**src/rtl/mul_shift_add64_pkg.sv**
```systemverilog
`default_nettype none
// ============================================================================
// Module      : mul_pkg
// Description : Shared types and defaults for the mul_shift_add64
//               shift-add multiplier (state encoding, default widths).
// Revision    : 1.0 - initial release
// ============================================================================
package mul_pkg;

    // State encoding shared by the multiplier FSM
    localparam logic [1:0] IDLE = 2'b00;
    localparam logic [1:0] EXEC = 2'b01;
    localparam logic [1:0] DONE = 2'b10;

    // Default operand width (matches the external 64-bit adder) and
    // iteration counter width (2^CNT_W must exceed WIDTH)
    localparam int WIDTH_DEF = 64;
    localparam int CNT_W_DEF = 7;

    typedef enum logic [1:0] {
        ST_IDLE = IDLE,
        ST_EXEC = EXEC,
        ST_DONE = DONE
    } state_t;

endpackage : mul_pkg
`default_nettype wire

```
**src/rtl/mul_shift_add64_if.sv**
```systemverilog
`default_nettype none
// ============================================================================
// Module      : mul_shift_add64_if
// Description : Control, operand, result and external-adder signals of the
//               shift-add multiplier. The slave modport is the multiplier;
//               the master modport is the parent (controller + adder).
//               Optional macro MUL_OVF_FLAG_EN adds the ovf flag.
// Revision    : 1.0 - initial release
// ============================================================================
interface mul_shift_add64_if
    import mul_pkg::*;
#(
    parameter int WIDTH = WIDTH_DEF
);

    logic                 op_start;
    logic                 op_clear;
    logic [WIDTH-1:0]     multiplicand;
    logic [WIDTH-1:0]     multiplier;
    logic [WIDTH-1:0]     add_a;
    logic [WIDTH-1:0]     add_b;
    logic                 add_ci;
    logic [WIDTH-1:0]     add_s;
    logic                 add_co;
    logic [2*WIDTH-1:0]   result;
    logic                 busy;
    logic                 op_done;
`ifdef MUL_OVF_FLAG_EN
    logic                 ovf;
`endif

    modport master (
        output op_start,
        output op_clear,
        output multiplicand,
        output multiplier,
        output add_s,
        output add_co,
        input  add_a,
        input  add_b,
        input  add_ci,
        input  result,
        input  busy,
        input  op_done
`ifdef MUL_OVF_FLAG_EN
        ,
        input  ovf
`endif
    );

    modport slave (
        input  op_start,
        input  op_clear,
        input  multiplicand,
        input  multiplier,
        input  add_s,
        input  add_co,
        output add_a,
        output add_b,
        output add_ci,
        output result,
        output busy,
        output op_done
`ifdef MUL_OVF_FLAG_EN
        ,
        output ovf
`endif
    );

endinterface : mul_shift_add64_if
`default_nettype wire

```
**src/rtl/mul_shift_add64.sv**
```systemverilog
`default_nettype none
// ============================================================================
// Module      : mul_shift_add64
// Description : Sequential unsigned radix-2 shift-add multiplier. Uses an
//               external combinational adder as its accumulate stage and
//               produces an exact 2*WIDTH-bit product after WIDTH iterations.
//               Optional macro MUL_OVF_FLAG_EN adds the ovf output, set in
//               DONE when the product does not fit in WIDTH bits.
// Revision    : 1.0 - initial release
// ============================================================================
module mul_shift_add64
    import mul_pkg::*;
#(
    parameter int WIDTH = WIDTH_DEF,
    parameter int CNT_W = CNT_W_DEF
) (
    input  logic             clk,
    input  logic             reset,
    mul_shift_add64_if.slave bus
);

    // Counter value on the edge that performs the final iteration
    localparam logic [CNT_W-1:0] c_LAST_COUNT = CNT_W'(WIDTH - 1);

    state_t               r_state;
    state_t               w_state_next;
    logic [WIDTH-1:0]     r_mcand;
    logic [WIDTH-1:0]     r_mplr;
    logic [2*WIDTH-1:0]   r_result;
    logic [CNT_W-1:0]     r_count;
    logic                 w_accept;
    logic                 w_last_iter;

    // A start is only honoured when idle or holding a result, and never
    // together with a clear (clear wins everywhere)
    assign w_accept    = ((r_state == ST_IDLE) || (r_state == ST_DONE)) &&
                         bus.op_start && !bus.op_clear;
    assign w_last_iter = (r_count == c_LAST_COUNT);

    // State register
    always_ff @(posedge clk) begin
        if (reset) begin
            r_state <= ST_IDLE;
        end else begin
            r_state <= w_state_next;
        end
    end

    // Next-state decode: clear beats start, EXEC runs exactly WIDTH cycles
    always_comb begin
        w_state_next = r_state;
        case (r_state)
            ST_IDLE: begin
                if (w_accept) begin
                    w_state_next = ST_EXEC;
                end
            end
            ST_EXEC: begin
                if (bus.op_clear) begin
                    w_state_next = ST_IDLE;
                end else if (w_last_iter) begin
                    w_state_next = ST_DONE;
                end
            end
            ST_DONE: begin
                if (bus.op_clear) begin
                    w_state_next = ST_IDLE;
                end else if (w_accept) begin
                    w_state_next = ST_EXEC;
                end
            end
            default: begin
                w_state_next = ST_IDLE;
            end
        endcase
    end

    // Datapath: operand capture, shift-add iteration and clear
    always_ff @(posedge clk) begin
        if (reset) begin
            r_mcand  <= '0;
            r_mplr   <= '0;
            r_result <= '0;
            r_count  <= '0;
        end else if (bus.op_clear) begin
            r_result <= '0;
            r_count  <= '0;
        end else if (w_accept) begin
            r_mcand  <= bus.multiplicand;
            r_mplr   <= bus.multiplier;
            r_result <= '0;
            r_count  <= '0;
        end else if (r_state == ST_EXEC) begin
            // Adder carry becomes the new top bit, so nothing is lost
            r_result <= {bus.add_co, bus.add_s, r_result[WIDTH-1:1]};
            r_mplr   <= r_mplr >> 1;
            r_count  <= r_count + CNT_W'(1);
        end
    end

    assign bus.add_a   = r_result[2*WIDTH-1:WIDTH];
    assign bus.add_b   = r_mplr[0] ? r_mcand : '0;
    assign bus.add_ci  = 1'b0;
    assign bus.result  = r_result;
    assign bus.busy    = (r_state == ST_EXEC);
    assign bus.op_done = (r_state == ST_DONE);

`ifdef MUL_OVF_FLAG_EN
    assign bus.ovf = (r_state == ST_DONE) && (|r_result[2*WIDTH-1:WIDTH]);
`endif

endmodule : mul_shift_add64
`default_nettype wire
```
**src/flat_wrapper.sv**
```systemverilog
// flat-port wrapper written by rule: the top's interface ports become plain ports
module mul_shift_add64_flat import mul_pkg::*;
#(
    parameter int WIDTH = WIDTH_DEF,
    parameter int CNT_W = CNT_W_DEF
)
  (clk, reset, bus_op_start, bus_op_clear, bus_multiplicand, bus_multiplier, bus_add_s, bus_add_co, bus_add_a, bus_add_b, bus_add_ci, bus_result, bus_busy, bus_op_done);
  mul_shift_add64_if #(.WIDTH(WIDTH)) bus_i ();
  input  logic clk;
  input  logic reset;
  input wire logic [$bits(bus_i.op_start)-1:0] bus_op_start;
  input wire logic [$bits(bus_i.op_clear)-1:0] bus_op_clear;
  input wire logic [$bits(bus_i.multiplicand)-1:0] bus_multiplicand;
  input wire logic [$bits(bus_i.multiplier)-1:0] bus_multiplier;
  input wire logic [$bits(bus_i.add_s)-1:0] bus_add_s;
  input wire logic [$bits(bus_i.add_co)-1:0] bus_add_co;
  output wire logic [$bits(bus_i.add_a)-1:0] bus_add_a;
  output wire logic [$bits(bus_i.add_b)-1:0] bus_add_b;
  output wire logic [$bits(bus_i.add_ci)-1:0] bus_add_ci;
  output wire logic [$bits(bus_i.result)-1:0] bus_result;
  output wire logic [$bits(bus_i.busy)-1:0] bus_busy;
  output wire logic [$bits(bus_i.op_done)-1:0] bus_op_done;
  assign bus_i.op_start = bus_op_start;
  assign bus_i.op_clear = bus_op_clear;
  assign bus_i.multiplicand = bus_multiplicand;
  assign bus_i.multiplier = bus_multiplier;
  assign bus_i.add_s = bus_add_s;
  assign bus_i.add_co = bus_add_co;
  assign bus_add_a = bus_i.add_a;
  assign bus_add_b = bus_i.add_b;
  assign bus_add_ci = bus_i.add_ci;
  assign bus_result = bus_i.result;
  assign bus_busy = bus_i.busy;
  assign bus_op_done = bus_i.op_done;
  mul_shift_add64 #(.WIDTH(WIDTH), .CNT_W(CNT_W)) u_core (.clk(clk), .reset(reset), .bus(bus_i));
endmodule
```
**config.mk**
```make
export PLATFORM = sky130hd
export DESIGN_NAME = mul_shift_add64_flat
export DESIGN_NICKNAME = d
export VERILOG_FILES = /design/src/rtl/mul_shift_add64_pkg.sv /design/src/rtl/mul_shift_add64_if.sv /design/src/rtl/mul_shift_add64.sv /design/src/flat_wrapper.sv
export SDC_FILE = /design/constraint.sdc
export NUM_CORES = 1
export LEC_CHECK = 0
export CAP_MARGIN = 15
export CORE_MARGIN = 4
export CORE_UTILIZATION = 33
export DETAILED_ROUTE_END_ITERATION = 8
export GPL_ROUTABILITY_DRIVEN = 1
export SYNTH_ARGS = -nofsm -noshare
export SYNTH_HDL_FRONTEND = slang
export SYNTH_SLANG_ARGS = --single-unit
```
**constraint.sdc**
```tcl
create_clock -name clk -period 1.7 [get_ports clk]
set_clock_uncertainty 0.1 [all_clocks]
set_input_delay 0.17 -clock clk [delete_from_list [all_inputs] [get_ports clk]]
set_output_delay 0.17 -clock clk [all_outputs]
set_load 0.01 [all_outputs]
```
==> results.txt, run 1 <==
Status = finished, violations left
Failing checks = setup timing
Reg2reg start = u_core.r_state[0]
Post-Synthesis Cells = 1,308
Crit path depth = 4
Post-synth EDFFs = 0
H-tree lvl count = 1
CP cell instances = buf_8 > clkbuf_16 > and2_4 > buf_6
Power share of the sequential group = 44.0%
Unrepaired setup endpoints after global routing = yes
Synth area leader = dfxtp_1
CTS tree = done
Cells after DPL = 2,091
Slowest CP cell = dfxtp_4
Clock transition at path regs = 60 ps
CP max FO = 5
Yosys reg bits = 265
Slew @ Worst Pin = 616.4 ps
Most instantiated cells after synthesis = nand2_1, dfxtp_1, a21oi_1
Max IR drop VDD = 0.7073 mV
Static Leakage = 6.995 nW
IO Count = 456
Clk_lat worst skew = 550 ps
Area Overhead vs Synth = 51.57%
Combinational Power Share = 12.3%
Total gr overflow = 0
Power Dens Cells = 880.4 nW/um^2
Largest cells by area after synthesis = dfxtp_1, nand2_1, a21oi_1, a211oi_2, o22ai_2
Final setup fails = 45
Clock Power Share = 43.8%
Slew headroom = 58.91%
Max Clock Freq = 561.6 MHz
Internal power = 11.36 mW
R2R cell count = 4
Finished Layout Cells = 2,161
Clock Path Buffers = 3
Post-route setup slack = -80.77 ps
Mean Syn Cell Area = 8.558 sq um
Hold Slack = 58.22 ps
Max Transition Viols Final = 0
Top-area cell type share of the netlist area = 47.39%
Port buffer count = 454
Final Cycle Share = 104.8%
Hold Crit Start = bus_add_s[17]
CP max stage delay = 390 ps
Sum Neg Setup Slack = -2036 ps
Routed Antenna Nets = 0
Iter 0 DRT Violations = 363
Post-Syn Area = 11,190 sq um
Library cells used by synthesis = 39
Gpl congestion = 0.7828
Syn_nets = 1,506
Die area = 36,930 sq um
Cts bufs inserted = 30
Minimum clock period = 1781 ps
Startpoint types = flop
Hold crit path type = in2reg
Critical Path AT = 1510 ps
Vias = 10,000
Post-synth ARST share = 0%
CP Buf/Inv Count = 3
Reg-to-Reg End = u_core.r_mplr[2]
Fin nets = 1,886
Final WL = 36,180 um
Largest delay share family, worst path = buffers and inverters
WL per Instance = 16.74 um
Yosys warnings = 0
Core Util, Final = 50.60%
Max cap viols = 0
Sequential area share after synthesis = 47.39%
Kind of critical path = reg2out
Number of global-route vias before repair = 9,822
Power, Total = 14.94 mW
Root buffer cell = clkbuf_16
P_sw = 3.574 mW
Starting density of the core = 33.38%
Flop2flop setup slack = 100 ps
Switching Share = 23.93%
Core Area = 33,530 sq um
Die Wd = 192.2 um
Pre-Repair DR Iteration Count = 5
Post-synth top flop = dfxtp_1
Pin count of the biggest net entering global routing = 87
Worst setup path endpoint = bus_add_b[7]
Share of layout cells above drive strength 1 = 19.87%
Sink Count = 265
Critical Path RT = 1430 ps
Final Hold Viols = 0
CP Capture Type = output port
First-pass GRT wire length = 54,500 um
Total GRT Usage = 18.25%
DR vias/cell = 4.627
Row Count = 67
Crit. Startpoint = u_core.r_mplr[0]
Initial antenna violation count = 2
Die height = 192.2 um
DRC Markers = 0
Top-count cell post-synth = nand2_1
Post-DP HPWL = 25,190 um
[how the worst min path moves through the flow]
stage	slack (ps)	cells after the start	to
global placement	340	2	u_core.r_mcand[45]
CTS	30	3	u_core.bus.result[98]
finish	60	3	u_core.bus.result[80]
floorplan	210	2	u_core.r_mcand[0]
global route	30	3	u_core.bus.result[98]
detailed placement	340	2	u_core.r_mcand[4]
[per-layer routing]
metal	up-vias	part of all wire (%)	global-route usage (%)
met5	-	0	0
met2	303	48	30.78
met4	0	1.9	4.087
met3	51	8.3	5.907
met1	4652	42	22.82
li1	4994	-	-
[final cells by class]
| type | count | area, sq um |
|---|---|---|
| repair buffers | 513 | 5090 |
| diodes | 2 | 5.005 |
| clock buffers | 46 | 902.1 |
| fillers | 3218 | 16560 |
| well taps | 448 | 560.5 |
| inverters | 66 | 250.2 |
| clock inverters | 9 | 105.1 |
| multi-input cells | 812 | 4737 |
| flip-flops and latches | 265 | 5318 |
[power groups by stage]
| stage | sequential, mW | clock (mW) | combinational (mW) |
|---|---|---|---|
| 2_1_floorplan | 6.67 | 0 | 0.906 |
| 3_3_place_gp | 6.70 | 0 | 1.73 |
| 3_5_place_dp | 6.70 | 0 | 1.74 |
| 4_1_cts | 6.57 | 6.73 | 1.83 |
| 5_1_grt | 6.59 | 7.01 | 1.98 |
| 6_report | 6.57 | 6.54 | 1.83 |
[flip-flops by register name (all words and copies together), names as in the netlist]
register / cells
u_core.r_count: 7
u_core.r_state: 2
u_core.r_mplr: 64
u_core.r_mcand: 64
u_core.bus.result: 128
[tightest hold or removal path: stages]
cell and delay [ps]:
clkdlybuf4s50_1 390, nand2_1 50, a21oi_1 50
[cells by family (layout without fill, tap and decap cells)]
kind of cell | count (synthesis) | after routing | synth area share, %
adders and majority gates | 1 | 1 | 0.1118
other | 1 | 3 | 0.03350
xor gates and xnor gates | 2 | 2 | 0.1565
muxes | 1 | 1 | 0.08942
and+or+nand+nor | 475 | 475 | 17.85
buffers and inverters | 231 | 634 | 11.46
AOI/OAI and AO/OA | 332 | 332 | 22.91
DFF | 265 | 265 | 47.39
[cells in the final DEF, fill, tap and decap left out, types with 7 or more instances in the layout]
cell type,instances
buf_12,21
clkbuf_8,7
a211oi_2,60
buf_2,20
a21oi_1,196
dfxtp_1,259
inv_1,65
o22ai_1,8
and2_4,39
clkbuf_16,32
and2_1,25
clkdlybuf4s50_1,195
dlygate4sd2_1,193
clkbuf_1,8
o22ai_2,55
buf_4,31
nand2_1,388
buf_6,45
[through the flow]
step / setup WS (ps) / cell area (sq um)
2_1_floorplan: 154.2 / 11190
3_3_place_gp: -153.0 / 15890
3_5_place_dp: -201.3 / 15890
4_1_cts: -118.4 / 16770
5_1_grt: -147.6 / 16970
6_report: -80.77 / 16970
[repair_timing]
action	4_1_cts	5_1_grt
pin swaps	19	8
setup endpoints to repair	258	70
gates cloned	5	1
hold buffers	1	0
setup buffers	4	2
resized for setup	524	39
hold endpoints to repair	6	0
(Power assumes the default switching activity.)
==> run 2, diff against run 1 <==
- CORE_ASPECT_RATIO: default -> 0.8
- GPL_ROUTABILITY_DRIVEN: 1 -> 0
==> results.txt, run 2 (synthesis results as in run 1) <==
Status = finished, violations left
Failing checks = setup timing
Clk_lat worst skew = 540 ps (about the same)
Crit. Startpoint = u_core.r_mplr[0]
Die area = 36,950 sq um (about the same)
Flop2flop setup slack = 90 ps (about the same)
Reg-to-Reg End = u_core.r_mplr[24]
Most frequent cells in the layout = nand2_1, dfxtp_1, a21oi_1, clkdlybuf4s50_1, dlygate4sd2_1
Post-DP HPWL = 25,420 um (+0.94%)
Fillers = 3,273 (+1.7%)
Startpoint types = flop
Place WS = -302.9 ps (-101.6 ps)
CP cell instances = buf_12 > clkbuf_16 > and2_4 > buf_6
Iter 0 DRT Violations = 694 (+91%)
Area Overhead vs Synth = 52.45%
Pin count of the biggest net entering global routing = 78 (-10%)
DRC Markers = 0 (unchanged)
Hold Path Stages = 3 (unchanged)
Max Clock Freq = 565.8 MHz (+0.76%)
Starting density of the core = 33.36% (about the same)
Slew @ Worst Pin = 525.4 ps (-90.98 ps)
Initial antenna violation count = 4 (+2)
Slowest CP cell = dfxtp_4
IO Count = 456 (unchanged)
Clock Path Buffers = 3 (unchanged)
Static Leakage = 7.048 nW (+0.76%)
Max IR drop VDD = 0.6835 mV (-3.4%)
Row Count = 60 (-10%)
Core Area = 33,560 sq um (about the same)
Die height = 172.7 um (-10%)
Hold crit path type = in2reg
Worst setup path endpoint = bus_add_b[32]
Kind of critical path = reg2out
Final Hold Viols = 0 (unchanged)
Final Cycle Share = 104.0% (-0.79 points)
Share of layout cells above drive strength 1 = 20.37% (+0.50 points)
Root buffer cell = clkbuf_16
Routed Antenna Nets = 0 (unchanged)
First-pass GRT wire length = 58,000 um (+6.4%)
CP Buf/Inv Count = 3 (unchanged)
Critical Path RT = 1430 ps (about the same)
Number of global-route vias before repair = 10,180 (+3.6%)
Most common cell after layout, fill and taps aside = nand2_1
Register area = 5316 sq um (about the same)
Minimum clock period = 1767 ps (-13.49 ps)
Port buffer count = 454 (unchanged)
Cts bufs inserted = 29 (-3.3%)
Fin nets = 1,890 (+0.21%)
Cells after DPL = 2,084 (-0.33%)
Reg2reg start = u_core.r_state[0]
R2R cell count = 4 (unchanged)
Clock transition at path regs = 60 ps (about the same)
Area of the multi-input gates = 4751 sq um (+0.29%)
Slew headroom = 64.97% (+6.1 points)
WL per Instance = 17.22 um (+2.8%)
Final WL = 37,010 um (+2.3%)
Die Wd = 213.9 um (+11%)
CP max stage delay = 420 ps (+30 ps)
DR vias/cell = 4.691 (+1.4%)
Post-route setup slack = -67.28 ps (+13.49 ps)
Final setup fails = 36 (-20%)
Finished Layout Cells = 2,150 (-0.51%)
Number of flip-flops in the largest register = 128 (unchanged)
Unrepaired setup endpoints after global routing = yes
Largest delay share family, worst path = flip-flops
Total GRT Usage = 18.99% (+0.74 points)
Critical Path AT = 1500 ps (about the same)
Pre-Repair DR Iteration Count = 4 (-1)
Power Dens Cells = 894.2 nW/um^2 (+1.6%)
H-tree lvl count = 1 (unchanged)
Sink Count = 265 (unchanged)
Max Transition Viols Final = 0 (unchanged)
CP max FO = 6 (+1)
Crit path depth = 4 (unchanged)
Vias = 10,090 (+0.85%)
CP Capture Type = output port
Max cap viols = 0 (unchanged)
CTS tree = done
Total gr overflow = 0 (unchanged)
## run 2: changes by cell type in the layout (fill, tap and decap cells not counted), sizes merged
cell,change
buf,+6
bufinv,+4
clkbuf,-7
clkinv,-1
diode,+1
dlygate4sd2,-1
inv,+1
## run 2: area by class of cell
| type | instances | area share, % |
|---|---|---|
| clock inverters | 13 | 1.364 |
| repair buffers | 518 | 30.25 |
| multi-input cells | 812 | 27.84 |
| diodes | 3 | 0.04399 |
| flip-flops and latches | 265 | 31.15 |
| well taps | 434 | 3.182 |
| clock buffers | 39 | 4.707 |
| inverters | 66 | 1.466 |
## run 2: worst min path at each step
stage	start	to	slack, ps
floorplan	bus_multiplicand[0]	u_core.r_mcand[0]	210
global placement	u_core.r_mcand[17]	u_core.r_mcand[17]	340
detailed placement	u_core.r_mcand[33]	u_core.r_mcand[33]	340
CTS	bus_add_s[59]	u_core.bus.result[122]	30
global route	bus_add_s[61]	u_core.bus.result[124]	40
finish	bus_add_s[59]	u_core.bus.result[122]	70
## run 2: metal layers
layer	wire length, um	vias to the layer above	global-route usage, %	share of wire [%]
met1	15930	4744	23.75	43
li1	-	5002	-	-
met3	2878	47	7.080	7.8
met2	17470	290	31.73	47
met5	13	-	0	0.035
met4	727	2	3.781	2.0
## run 2: repair_timing
action	4_1_cts	5_1_grt
cloned	5	1
endpoints found under the setup margin	322	63
hold endpoints to repair	1	0
resized for setup	520	53
pin swaps	21	16
hold buffers	1	0
setup buffers	4	0
## run 2: worst register-to-register path, cell delays in order, from the launching register on
cell and delay (ps):
dfxtp_2 420, or3b_4 540, buf_12 210, o22ai_2 150
a211oi_2 70
## run 2: power breakdown
| part | internal, mW | leakage (nW) | switching, mW |
|---|---|---|---|
| Clock | 4.22 | 0.505 | 2.61 |
| Combinational | 1.01 | 4.38 | 0.846 |
| Sequential | 6.43 | 2.16 | 0.144 |
## run 2: stage by stage
stage	area, sq um	hold slack, ps	power (mW)	util, %	setup TNS (ps)
5_1_grt	17070	36.61	15.90	50.86	-3670
4_1_cts	16830	27.16	15.46	50.16	-3188
3_3_place_gp	15930	337.5	8.429	47.46	-31470
2_1_floorplan	11190	206.0	7.575	-	0
6_report	17070	65.61	15.26	50.86	-1168
3_5_place_dp	15930	343.0	8.452	47.46	-32070
